### config.mk
export PLATFORM = sky130hd
export DESIGN_NAME = addmul_sched
export DESIGN_NICKNAME = d
export VERILOG_FILES = /design/src/rtl/addmul_pkg.sv /design/src/rtl/addmul_sched_rr_arbiter.sv /design/src/rtl/addmul_sched.sv
export SDC_FILE = /design/constraint.sdc
export NUM_CORES = 1
export LEC_CHECK = 0
export ABC_AREA = 1
export BUFFER_PORTS_ARGS = -buffer_cell sky130_fd_sc_hd__buf_4
export CAP_MARGIN = 10
export CORE_AREA = 2 2 105 184
export DETAILED_ROUTE_END_ITERATION = 10
export DIE_AREA = 0 0 107 186
export GPL_TIMING_DRIVEN = 0
export HOLD_SLACK_MARGIN = 0.05
export PLACE_DENSITY_LB_ADDON = 0.1
export REMOVE_ABC_BUFFERS = 1
export SKIP_LAST_GASP = 1
export SYNTH_ARGS = -nofsm -noshare
export SYNTH_HDL_FRONTEND = slang
export SYNTH_SLANG_ARGS = --single-unit
### constraint.sdc
create_clock -name clk -period 4.4 [get_ports clk]
set_clock_uncertainty 0.05 [all_clocks]
set_input_delay 0.88 -clock clk [delete_from_list [all_inputs] [get_ports clk]]
set_output_delay 0.88 -clock clk [all_outputs]
set_load 0.005 [all_outputs]
### src/rtl/addmul_pkg.sv
// Shared types, opcodes, state encoding and width helper for the add/multiply scheduler.
// Latency: none (declarations only).
// Backpressure: n/a.
package addmul_pkg;

    // Opcode carried on req_op
    localparam logic OP_ADD = 1'b0;
    localparam logic OP_MUL = 1'b1;

    // Scheduler FSM encoding
    typedef enum logic [1:0] {
        ST_IDLE = 2'd0,
        ST_EXEC = 2'd1,
        ST_RESP = 2'd2
    } state_t;

    // Ceiling log2 with a floor of 1 so that derived vectors never collapse to zero width
    function automatic int clog2(input int n);
        int r;
        r = 0;
        while ((1 << r) < n) begin
            r = r + 1;
        end
        return (r < 1) ? 1 : r;
    endfunction

endpackage

### src/rtl/addmul_sched_rr_arbiter.sv
// Round-robin arbiter: one-hot grant to the first active request at or above the pointer, wrapping.
// Latency: grant is combinational from req; pointer updates on the clock edge where adv is high.
// Backpressure: pointer only moves when the consumer strobes adv, so an unaccepted grant stays put.
module rr_arbiter
    import addmul_pkg::*;
#(
    parameter int NREQ = 4
) (
    input  logic                     clk,
    input  logic                     rst_n,
    input  logic [NREQ-1:0]          req,
    input  logic                     adv,
    output logic [NREQ-1:0]          gnt,
    output logic [clog2(NREQ)-1:0]   gnt_idx
);

    localparam int IDW = clog2(NREQ);
    localparam int SW  = IDW + 1;
    localparam logic [IDW-1:0] LAST  = IDW'(NREQ - 1);
    localparam logic [SW-1:0]  NREQ_W = SW'(NREQ);

    logic [IDW-1:0] ptr_q;
    logic [SW-1:0]  cand;
    logic           found;

    // Scan upward from the pointer, wrapping at NREQ, and take the first active request
    always_comb begin
        gnt     = '0;
        gnt_idx = '0;
        found   = 1'b0;
        cand    = '0;
        for (int k = 0; k < NREQ; k++) begin
            cand = {1'b0, ptr_q} + SW'(k);
            if (cand >= NREQ_W) begin
                cand = cand - NREQ_W;
            end
            if (!found && req[cand[IDW-1:0]]) begin
                found   = 1'b1;
                gnt_idx = cand[IDW-1:0];
            end
        end
        gnt[gnt_idx] = found;
    end

    // Pointer moves to the slot just past the accepted winner; it holds otherwise
    always_ff @(posedge clk or negedge rst_n) begin
        if (!rst_n) begin
            ptr_q <= '0;
        end else if (adv) begin
            ptr_q <= (gnt_idx == LAST) ? '0 : gnt_idx + 1'b1;
        end
    end

endmodule

### src/rtl/addmul_sched.sv
// Shares one add/multiply unit between NREQ requesters with round-robin grant and a tagged response.
// Latency: handshake in cycle T gives rsp_valid at T+2 for add, T+1+MUL_LAT for multiply.
// Backpressure: response is held until rsp_ready; no new grant is issued until it is taken.
module addmul_sched
    import addmul_pkg::*;
#(
    parameter int NREQ    = 4,
    parameter int WIDTH   = 8,
    parameter int MUL_LAT = 3
) (
    input  logic                      clk,
    input  logic                      rst_n,
    input  logic [NREQ-1:0]           req_valid,
    output logic [NREQ-1:0]           req_ready,
    input  logic [NREQ-1:0]           req_op,
    input  logic [NREQ*WIDTH-1:0]     req_a,
    input  logic [NREQ*WIDTH-1:0]     req_b,
    output logic                      rsp_valid,
    input  logic                      rsp_ready,
    output logic [clog2(NREQ)-1:0]    rsp_id,
    output logic [2*WIDTH-1:0]        rsp_data,
    output logic                      busy
);

    localparam int IDW = clog2(NREQ);
    localparam int CW  = clog2(MUL_LAT + 1);
    localparam int DW  = 2 * WIDTH;
    localparam logic [CW-1:0] CNT_ADD = CW'(1);
    localparam logic [CW-1:0] CNT_MUL = CW'(MUL_LAT);

    // Everything captured from the winning requester at the grant handshake
    typedef struct packed {
        logic             op;
        logic [IDW-1:0]   id;
        logic [WIDTH-1:0] a;
        logic [WIDTH-1:0] b;
    } job_t;

    state_t          state;
    logic [CW-1:0]   cnt;
    job_t            job_q;
    job_t            job_nxt;
    logic [NREQ-1:0] gnt;
    logic [IDW-1:0]  gnt_idx;
    logic            req_hs;
    logic [DW-1:0]   result;

    rr_arbiter #(
        .NREQ    (NREQ)
    ) u_arb (
        .clk     (clk),
        .rst_n   (rst_n),
        .req     (req_valid),
        .adv     (req_hs),
        .gnt     (gnt),
        .gnt_idx (gnt_idx)
    );

    // Grants are only offered while idle, so at most one request is accepted per transaction
    assign req_ready = (state == ST_IDLE) ? gnt : '0;
    assign req_hs    = (state == ST_IDLE) && (|(req_valid & gnt));

    // Select the winner's opcode and operands for capture
    always_comb begin
        job_nxt    = '0;
        job_nxt.op = req_op[gnt_idx];
        job_nxt.id = gnt_idx;
        job_nxt.a  = req_a[gnt_idx*WIDTH +: WIDTH];
        job_nxt.b  = req_b[gnt_idx*WIDTH +: WIDTH];
    end

    // Full-width unsigned result; the multiply is given MUL_LAT cycles to settle before capture
    always_comb begin
        result = '0;
        if (job_q.op == OP_MUL) begin
            result = DW'(job_q.a) * DW'(job_q.b);
        end else begin
            result = DW'(job_q.a) + DW'(job_q.b);
        end
    end

    // Scheduler FSM: capture on grant, count down the execute cycles, hold the response until taken
    always_ff @(posedge clk or negedge rst_n) begin
        if (!rst_n) begin
            state     <= ST_IDLE;
            cnt       <= '0;
            job_q     <= '0;
            rsp_valid <= 1'b0;
            rsp_id    <= '0;
            rsp_data  <= '0;
            busy      <= 1'b0;
        end else begin
            case (state)
                ST_IDLE: begin
                    if (req_hs) begin
                        job_q <= job_nxt;
                        cnt   <= (job_nxt.op == OP_MUL) ? CNT_MUL : CNT_ADD;
                        busy  <= 1'b1;
                        state <= ST_EXEC;
                    end
                end
                ST_EXEC: begin
                    if (cnt == CNT_ADD) begin
                        rsp_data  <= result;
                        rsp_id    <= job_q.id;
                        rsp_valid <= 1'b1;
                        cnt       <= '0;
                        state     <= ST_RESP;
                    end else begin
                        cnt <= cnt - 1'b1;
                    end
                end
                ST_RESP: begin
                    if (rsp_ready) begin
                        rsp_valid <= 1'b0;
                        busy      <= 1'b0;
                        state     <= ST_IDLE;
                    end
                end
                default: begin
                    rsp_valid <= 1'b0;
                    busy      <= 1'b0;
                    state     <= ST_IDLE;
                end
            endcase
        end
    end

endmodule

==> flow_metrics.tcl, run 1 <==
set metrics [dict create \
    crit_path_start "job_q[4]$_DFFE_PN0P_" \
    clkLatencyLatePin_ps 300 \
    antenna-diode-count 0 \
    place_inst 1112 \
    regToRegSetupSlack_ps 60 \
    cts_tree "yes" \
    crit_required_ps 4540 \
    grt_setup_unrepaired "yes" \
    critPathLaunchType "flop" \
    synthesis.instances 807 \
    post-synth-top-count-cell "sky130_fd_sc_hd__nand2_1" \
    maxClockFrequency_mhz 230 \
    dp.final_hpwl_um 12200 \
    post_route_cells_drive_above_1_share_pct 18.7 \
    synth-async-reset-ratio_pct 100 \
    antenna_violations_before_repair 0 \
    final_critical_path_setup_slack_ps 57.7 \
    global_route_usage_sum_pct 15.6 \
    netlist_area_mm2 0.00545 \
    wire_per_inst_um 13.3 \
    maxCapViolations 0 \
    tightest_slew_ps 662 \
    synth.largest_area_cell "sky130_fd_sc_hd__dfrtp_1" \
    cts.path.max_buffers 2 \
    yosysTopAreaCellShare_pct 20.7 \
    setup_viol_count_final 0 \
    coreArea_mm2 0.0184 \
    numPortBuffers 98 \
    cp_cell_sequence "ha_2, fa_1, fa_1, fa_1, inv_1, fa_1, inv_1, ha_1, inv_1, o31a_1, nand2_1, nand3_1, nand2_1, a21oi_1, o21ai_1, nand2_1" \
    number_of_cells_on_the_worst_reg_to_reg_path 16 \
    drt_first_pass_iters 4 \
    numCtsBuffers 5 \
    synth_warnings 0 \
    die_w_um 107 \
    synth_seq_cells 45 \
    stdcell_count 1137 \
    crit_end "rsp_data[12]$_DFFE_PN0P_" \
    place_congestion 0.770 \
    wl_um 15100 \
    detailedPlace.worstSlack_ps -254 \
    final.period_utilization_pct 98.7 \
    first_global_vias 5144 \
    fin_crit_ps 4340 \
    design.portCount 99 \
    std_cell_rows 66 \
    yosys-top-cells-area "sky130_fd_sc_hd__dfrtp_1 21%, sky130_fd_sc_hd__nand2_1 19%, sky130_fd_sc_hd__fa_1 14%, sky130_fd_sc_hd__inv_1 12%, sky130_fd_sc_hd__ha_1 11%" \
    drt_iter0_markers 114 \
    synth_top_cells_by_count "280 x sky130_fd_sc_hd__nand2_1, 178 x sky130_fd_sc_hd__inv_1, 49 x sky130_fd_sc_hd__ha_1" \
    cts.sinks 45 \
    grt_start_max_net_pins 55 \
    synth_cell_type_count 42 \
    timing_hold_violations_final 0 \
    cp.arrival_ps 4480 \
    detail-route-antenna-nets 0 \
    cts.root.buffer_cell "sky130_fd_sc_hd__clkbuf_16" \
    via_count 4971 \
    maxSlewViolCount 0 \
    cp_slowest_cell "sky130_fd_sc_hd__fa_1" \
    postSynthAreaPerCell_um2 6.75 \
    most_frequent_cell_on_critical_path "sky130_fd_sc_hd__fa_1" \
    die_boundary_height_um 186 \
    via_per_inst 4.37 \
    outcome "completed" \
    post_synth_edffs 0 \
    critical_path.max_stage_delay_ps 560 \
    hold_buffers 0 \
    path_clk_slew_ps 70 \
    grt.overflow.total 0 \
    worstSetupEndpointType "flop" \
    setup.worst_path.class "reg2reg" \
    syn2layout_area_growth_pct 21.7 \
    initial_core_util_pct 29.6 \
    grt_first_pass_wirelength_um 24500 \
    htreeDepth 2 \
    synth_ff_type "sky130_fd_sc_hd__dfrtp_1" \
    min-delay-path-class "reg2reg" \
    ys_seq_area_share_pct 20.7 \
    finalNetCount 1059 \
    rr_startpoint "job_q[4]$_DFFE_PN0P_" \
    slew_margin_rel_pct 55.7 \
    max_fanout_on_critical_path 7 \
    die_area_mm2 0.0199 \
    worst_r2r_endpoint "rsp_data[12]$_DFFE_PN0P_" \
    drc 0 \
]
-- logic make-up after synthesis --
kind of cell,after synthesis,synth area share (%)
simple gates,378,28.9
compound gates,79,9.03
xor+xnor,4,0.643
buf+inv,215,15.9
fa+ha+maj,86,24.9
flops,45,20.7
-- metal layers --
| layer | track usage, % | part of all wire (%) |
|---|---|---|
| met3 | 1.61 | 2.4 |
| met4 | 5.61 | 2.6 |
| met2 | 31.2 | 56 |
| met5 | 0 | 0 |
| met1 | 16.3 | 39 |
-- worst min path at each step --
stage                                to  depth (start not counted)                     start  slack (ps)
2_1_floorplan     rsp_id[0]$_DFFE_PN0P_                          2     job_q[16]$_DFFE_PN0P_         400
5_1_grt        rsp_data[14]$_DFFE_PN0P_                          2  rsp_data[14]$_DFFE_PN0P_         450
3_5_place_dp   rsp_data[13]$_DFFE_PN0P_                          2  rsp_data[13]$_DFFE_PN0P_         420
6_report          rsp_id[1]$_DFFE_PN0P_                          2     rsp_id[1]$_DFFE_PN0P_         430
3_3_place_gp   rsp_data[13]$_DFFE_PN0P_                          2  rsp_data[13]$_DFFE_PN0P_         410
4_1_cts        rsp_data[13]$_DFFE_PN0P_                          2  rsp_data[13]$_DFFE_PN0P_         440
-- cell type report --
cell class,count,area [um^2]
clock buffer,5,125
clock inverter,3,21.3
fill,2058,11800
inverter,183,692
multi-input combinational,547,3480
sequential,45,1140
tap,238,298
timing repair buffer,116,876
-- worst max-delay path, delay by kind of cell, from the launching register on --
kind,cells,cell delay [ps]
DFF,1,480
and+or+nand+nor,4,420
buffers and inverters,3,190
AOI/OAI and AO/OA,3,480
adders and majority gates,6,2610
-- repair_timing --
action,4_1_cts,5_1_grt
setup endpoints to repair,8,9
resized for setup,14,7
setup buffers,0,17
-- registers in the layout (all words and copies together), names as in the netlist --
signal	flops
busy	1
rsp_id	2
state	2
rsp_valid	1
cnt	2
job_q	19
u_arb.ptr_q	2
rsp_data	16
-- layout by cell type (no fill, tap or decap), types with 2 or more instances in the layout --
cell type / instances
sky130_fd_sc_hd__a21oi_1: 22
sky130_fd_sc_hd__a31oi_1: 2
sky130_fd_sc_hd__buf_4: 114
sky130_fd_sc_hd__clkbuf_16: 5
sky130_fd_sc_hd__dfrtp_1: 31
sky130_fd_sc_hd__dfrtp_2: 14
sky130_fd_sc_hd__fa_1: 37
sky130_fd_sc_hd__ha_1: 48
sky130_fd_sc_hd__inv_1: 178
sky130_fd_sc_hd__inv_2: 3
sky130_fd_sc_hd__inv_4: 2
sky130_fd_sc_hd__nand2_1: 279
sky130_fd_sc_hd__nand2_2: 9
sky130_fd_sc_hd__nand3_1: 36
sky130_fd_sc_hd__nand3_2: 4
sky130_fd_sc_hd__nand4_1: 2
sky130_fd_sc_hd__nor2_1: 32
sky130_fd_sc_hd__nor2_2: 3
sky130_fd_sc_hd__nor3_1: 7
sky130_fd_sc_hd__o211ai_1: 16
sky130_fd_sc_hd__o21ai_0: 20
sky130_fd_sc_hd__o21ai_1: 4
sky130_fd_sc_hd__o22ai_1: 2
sky130_fd_sc_hd__o311ai_0: 2
sky130_fd_sc_hd__or2_2: 2
sky130_fd_sc_hd__xor2_1: 3
-- metrics by stage --
step                      util [%]  hold WS, ps  area [um^2]  setup TNS, ps
after global routing          36.0          451         6630           -262
final                         36.0          432         6630              0
after detailed placement      34.3          418         6320           -915
after floorplan                  -          399         5270              0
after global placement        34.2          414         6300         -13880
after CTS                     35.2          438         6490              0
Power of run 1 is not shown: default switching activity piles up to over one toggle a cycle in this logic, so the estimate is an artifact.
==> inputs of run 2 (changes only) <==
==> constraint.sdc (replaced) <==
create_clock -name clk -period 4.8 [get_ports clk]
set_clock_uncertainty 0.05 [all_clocks]
set_input_delay 0.96 -clock clk [delete_from_list [all_inputs] [get_ports clk]]
set_output_delay 0.96 -clock clk [all_outputs]
set_load 0.005 [all_outputs]
==> flow_metrics.tcl, run 2 (same netlist as run 1, synthesis figures left out) <==
set metrics [dict create \
    outcome "completed" \
    fin_crit_ps 4480 \
    wire_per_inst_um 13.3 \
    critical_path.max_stage_delay_ps 580 \
    cts.root.buffer_cell "sky130_fd_sc_hd__clkbuf_16" \
    placed_cell_area_mm2 0.00632 \
    timing_hold_violations_final 0 \
    std_cell_rows 66 \
    multiInputGateArea_mm2 0.00346 \
    numCtsBuffers 5 \
    dp.final_hpwl_um 12200 \
    cp.arrival_ps 4610 \
    maxClockFrequency_mhz 223 \
    largest_register_ffs 19 \
    initial_core_util_pct 29.6 \
    place_congestion 0.770 \
    hold_path_depth 2 \
    wl_um 14800 \
    crit_required_ps 4930 \
    cts_tree "yes" \
    sequential_cell_area_mm2 0.00113 \
    syn2layout_area_growth_pct 18.8 \
    holdPathEnd "rsp_id[1]$_DFFE_PN0P_" \
    detail-route-antenna-nets 0 \
    hold_buffers 0 \
    antenna_violations_before_repair 0 \
    min-delay-path-class "reg2reg" \
    cp_cell_sequence "ha_1, fa_1, fa_1, fa_1, inv_1, fa_1, inv_1, ha_1, inv_1, o21ai_0, nand2_1, nand2_1, nand2_1, nand4_1, a21oi_1, o21ai_0, nand2_1" \
    fillerInstances 2070 \
    coreArea_mm2 0.0184 \
    stdcell_count 1120 \
    grt_setup_unrepaired "no" \
    final.period_utilization_pct 93.3 \
    worstSetupEndpointType "flop" \
    global_route_usage_sum_pct 15.5 \
    design.portCount 99 \
    antenna-diode-count 0 \
    grt_first_pass_wirelength_um 24500 \
    drt_iter0_markers 98 \
    place_inst 1112 \
    drc 0 \
    die_boundary_height_um 186 \
    setup.worst_path.class "reg2reg" \
    mostFrequentLayoutCell "sky130_fd_sc_hd__nand2_1" \
    finalNetCount 1042 \
    drt_first_pass_iters 4 \
    regToRegSetupSlack_ps 320 \
    grt.overflow.total 0 \
    die_w_um 107 \
    worst_r2r_endpoint "rsp_data[15]$_DFFE_PN0P_" \
    cts.path.max_buffers 2 \
    hold_path.startpoint "rsp_id[1]$_DFFE_PN0P_" \
    maxCapViolations 0 \
    via_count 4936 \
    post_cts_resize_count 0 \
    cts.sinks 45 \
    rr_startpoint "job_q[4]$_DFFE_PN0P_" \
    path_clk_slew_ps 70 \
    setup_viol_count_final 0 \
    layout.cells.most_common_list "280 x sky130_fd_sc_hd__nand2_1, 178 x sky130_fd_sc_hd__inv_1, 98 x sky130_fd_sc_hd__buf_4" \
    cp_slowest_cell "sky130_fd_sc_hd__fa_1" \
    postCtsSetupBuffers 0 \
    tightest_slew_ps 865 \
    die_area_mm2 0.0199 \
    regMostFlops "job_q" \
    post_route_cells_drive_above_1_share_pct 15.3 \
    via_per_inst 4.41 \
    first_global_vias 5140 \
    htreeDepth 2 \
    max_fanout_on_critical_path 9 \
    grt_start_max_net_pins 55 \
    maxSlewViolCount 0 \
    reg.largest.list "job_q: 19 flops, rsp_data: 16 flops" \
    numPortBuffers 98 \
    clkLatencyLatePin_ps 300 \
    critPathLaunchType "flop" \
    fin_area_mm2 0.00647 \
    slew_margin_rel_pct 42.2 \
    number_of_cells_on_the_worst_reg_to_reg_path 17 \
]
-- run 2: cell type report --
cell class | instances | area share, %
tap | 238 | 4.60
timing repair buffer | 99 | 11.6
multi-input combinational | 547 | 53.5
inverter | 183 | 10.7
sequential | 45 | 17.4
clock inverter | 3 | 0.329
clock buffer | 5 | 1.93
-- run 2: metrics by stage --
stage	worst slack, ps	util, %	hold WS (ps)	setup TNS (ps)
6_report	320	35.1	431	0
3_3_place_gp	-499	34.2	414	-6720
4_1_cts	152	35.1	438	0
5_1_grt	29.8	35.1	451	0
3_5_place_dp	146	34.3	418	0
2_1_floorplan	757	-	399	0
-- run 2: worst max-delay path: cells and delay by family, from the launching register on --
family	cells	cell delay, ps
AO/OA/AOI/OAI	3	460
adder cells (fa/ha/maj)	6	2720
buffers and inverters	3	190
flip-flops	1	520
AND/OR/NAND/NOR	5	430
-- run 2: layer usage --
metal  share of wire (%)  routed length (um)  track usage (%)  vias up
li1                    -                   -                -     2587
met1                  39                5810             16.2     2229
met2                  56                8300             31.2       96
met3                 2.4                 362             1.61       24
met4                 2.5                 372             5.61        0
met5                   0                   0                0        -
-- run 2: how the worst max path moves through the flow --
| stage | startpoint | endpoint | depth (start not counted) | slack, ps |
|---|---|---|---|---|
| 3_5_place_dp | job_q[9]$_DFFE_PN0P_ | rsp_data[15]$_DFFE_PN0P_ | 16 | 150 |
| 3_3_place_gp | req_valid[3] | cnt[1]$_DFFE_PN0P_ | 17 | -500 |
| 6_report | job_q[4]$_DFFE_PN0P_ | rsp_data[15]$_DFFE_PN0P_ | 17 | 320 |
| 4_1_cts | job_q[9]$_DFFE_PN0P_ | rsp_data[15]$_DFFE_PN0P_ | 16 | 150 |
| 5_1_grt | u_arb.ptr_q[0]$_DFFE_PN0P_ | req_ready[2] | 14 | 30 |
| 2_1_floorplan | job_q[4]$_DFFE_PN0P_ | rsp_data[15]$_DFFE_PN0P_ | 17 | 760 |
Power of run 2 is left out for the same reason.
==> inputs of run 3 (changes only) <==
==> constraint.sdc (replaced) <==
create_clock -name clk -period 4.7 [get_ports clk]
set_clock_uncertainty 0.05 [all_clocks]
set_input_delay 0.94 -clock clk [delete_from_list [all_inputs] [get_ports clk]]
set_output_delay 0.94 -clock clk [all_outputs]
set_load 0.005 [all_outputs]
==> flow_metrics.tcl, run 3 (same netlist as run 1, synthesis figures left out) <==
set metrics [dict create \
    post_route_cells_drive_above_1_share_pct 15.5 \
    cts.root.buffer_cell "sky130_fd_sc_hd__clkbuf_16" \
    finalNetCount 1042 \
    maxSlewViolCount 0 \
    detail-route-antenna-nets 0 \
    clkLatencyLatePin_ps 300 \
    maxClockFrequency_mhz 224 \
    drc 0 \
    drt_first_pass_iters 4 \
    htreeDepth 2 \
    cp.arrival_ps 4600 \
    path_clk_slew_ps 70 \
    die_boundary_height_um 186 \
    design.portCount 99 \
    cts.sinks 45 \
    numPortBuffers 98 \
    crit_required_ps 4830 \
    critPathLaunchType "flop" \
    via_per_inst 4.39 \
    grt_start_max_net_pins 55 \
    dp.final_hpwl_um 12200 \
    largest_register_ffs 19 \
    via_count 4918 \
    wire_per_inst_um 13.3 \
    top_signal_layer_used "met4" \
    detailedPlace.worstSlack_ps 46.0 \
    wl_um 14800 \
    max_fanout_on_critical_path 9 \
    grt_first_pass_wirelength_um 24500 \
    routed-wl-met2_um 8300 \
    post-route-util_pct 35.2 \
    met3RoutedLength_um 348 \
    reg.largest.list "job_q: 19 flops, rsp_data: 16 flops" \
    setup_viol_count_final 0 \
    outcome "completed" \
    timing_hold_violations_final 0 \
    global_route_usage_sum_pct 15.5 \
    setup.worst_path.class "reg2reg" \
    finalSetupTns_ps 0 \
    drt_iter0_markers 89 \
    crit_family "adder cells" \
    met1_length_um 5830 \
    coreArea_mm2 0.0184 \
    hold_buffers 0 \
    tightest_slew_ps 666 \
    place_inst 1112 \
    cp_slowest_cell "sky130_fd_sc_hd__dfrtp_1" \
    die_area_mm2 0.0199 \
    initial_core_util_pct 29.6 \
    cp.buffers_inverters 3 \
    min-delay-path-class "reg2reg" \
    critical_path.max_stage_delay_ps 580 \
    slew_margin_rel_pct 55.4 \
    antenna-diode-count 0 \
    cts.path.max_buffers 2 \
    place_congestion 0.770 \
    grt_setup_unrepaired "no" \
    layout.cells.most_common_list "279 x sky130_fd_sc_hd__nand2_1, 178 x sky130_fd_sc_hd__inv_1, 98 x sky130_fd_sc_hd__buf_4" \
    cts_tree "yes" \
    fin_crit_ps 4470 \
    final.period_utilization_pct 95.1 \
    final_critical_path_setup_slack_ps 231 \
    postCtsSetupBuffers 0 \
    stdcell_count 1120 \
    antenna_violations_before_repair 0 \
    regMostFlops "job_q" \
    std_cell_rows 66 \
    grt.overflow.total 0 \
    cp_cell_sequence "nand2_1, fa_1, fa_1, inv_1, fa_1, inv_1, fa_1, inv_1, ha_1, a21oi_1, o31a_1, nand2_1, nand3_1, nand2_1, a21oi_1, o21ai_1, nand2_1" \
    maxCapViolations 0 \
    numCtsBuffers 5 \
    syn2layout_area_growth_pct 18.9 \
    first_global_vias 5140 \
    die_w_um 107 \
    mostFrequentLayoutCell "sky130_fd_sc_hd__nand2_1" \
    worstSetupEndpointType "flop" \
]
## run 3: metrics by stage
stage	instance area (um^2)	hold slack [ps]
6_report	6480	432
5_1_grt	6480	451
4_1_cts	6470	438
3_5_place_dp	6320	418
3_3_place_gp	6300	414
2_1_floorplan	5270	399
## run 3: layout make-up
cell class	instances	area (um^2)
Multi-Input combinational cell	547	3470
Inverter	183	691
Clock buffer	5	125
Timing Repair Buffer	99	751
Sequential cell	45	1130
Clock inverter	3	21.3
Tap cell	238	298
Fill cell	2070	11900
## run 3: final timing paths
kind,from,endpoint,slack (ps),depth (start not counted)
hold reg to reg,rsp_id[1]$_DFFE_PN0P_,rsp_id[1]$_DFFE_PN0P_,430,2
hold / removal,rsp_id[1]$_DFFE_PN0P_,rsp_id[1]$_DFFE_PN0P_,430,2
setup / recovery,job_q[8]$_DFFE_PN0P_,rsp_data[12]$_DFFE_PN0P_,230,17
min in group asynchronous,rst_n,rsp_valid$_DFFE_PN0P_,590,1
setup reg to reg,job_q[8]$_DFFE_PN0P_,rsp_data[12]$_DFFE_PN0P_,230,17
max in group asynchronous,rst_n,job_q[10]$_DFFE_PN0P_,3600,1
## run 3: repair_timing
| item | 4_1_cts | 5_1_grt |
|---|---|---|
| hold endpoints to repair | 0 | 0 |
| resized for setup | 0 | 4 |
| endpoints found under the setup margin | 0 | 8 |
## run 3: worst min-delay path, cell delays in order (launching register included)
cell and delay, ps:
sky130_fd_sc_hd__dfrtp_1 350, sky130_fd_sc_hd__nand2_1 60, sky130_fd_sc_hd__nand2_1 50
## run 3: layer usage
metal	vias to the layer above	GRT usage, %
li1	2587	-
met1	2217	16.2
met2	90	31.2
met3	24	1.61
met4	0	5.61
met5	-	0
Power of run 3 is left out for the same reason.
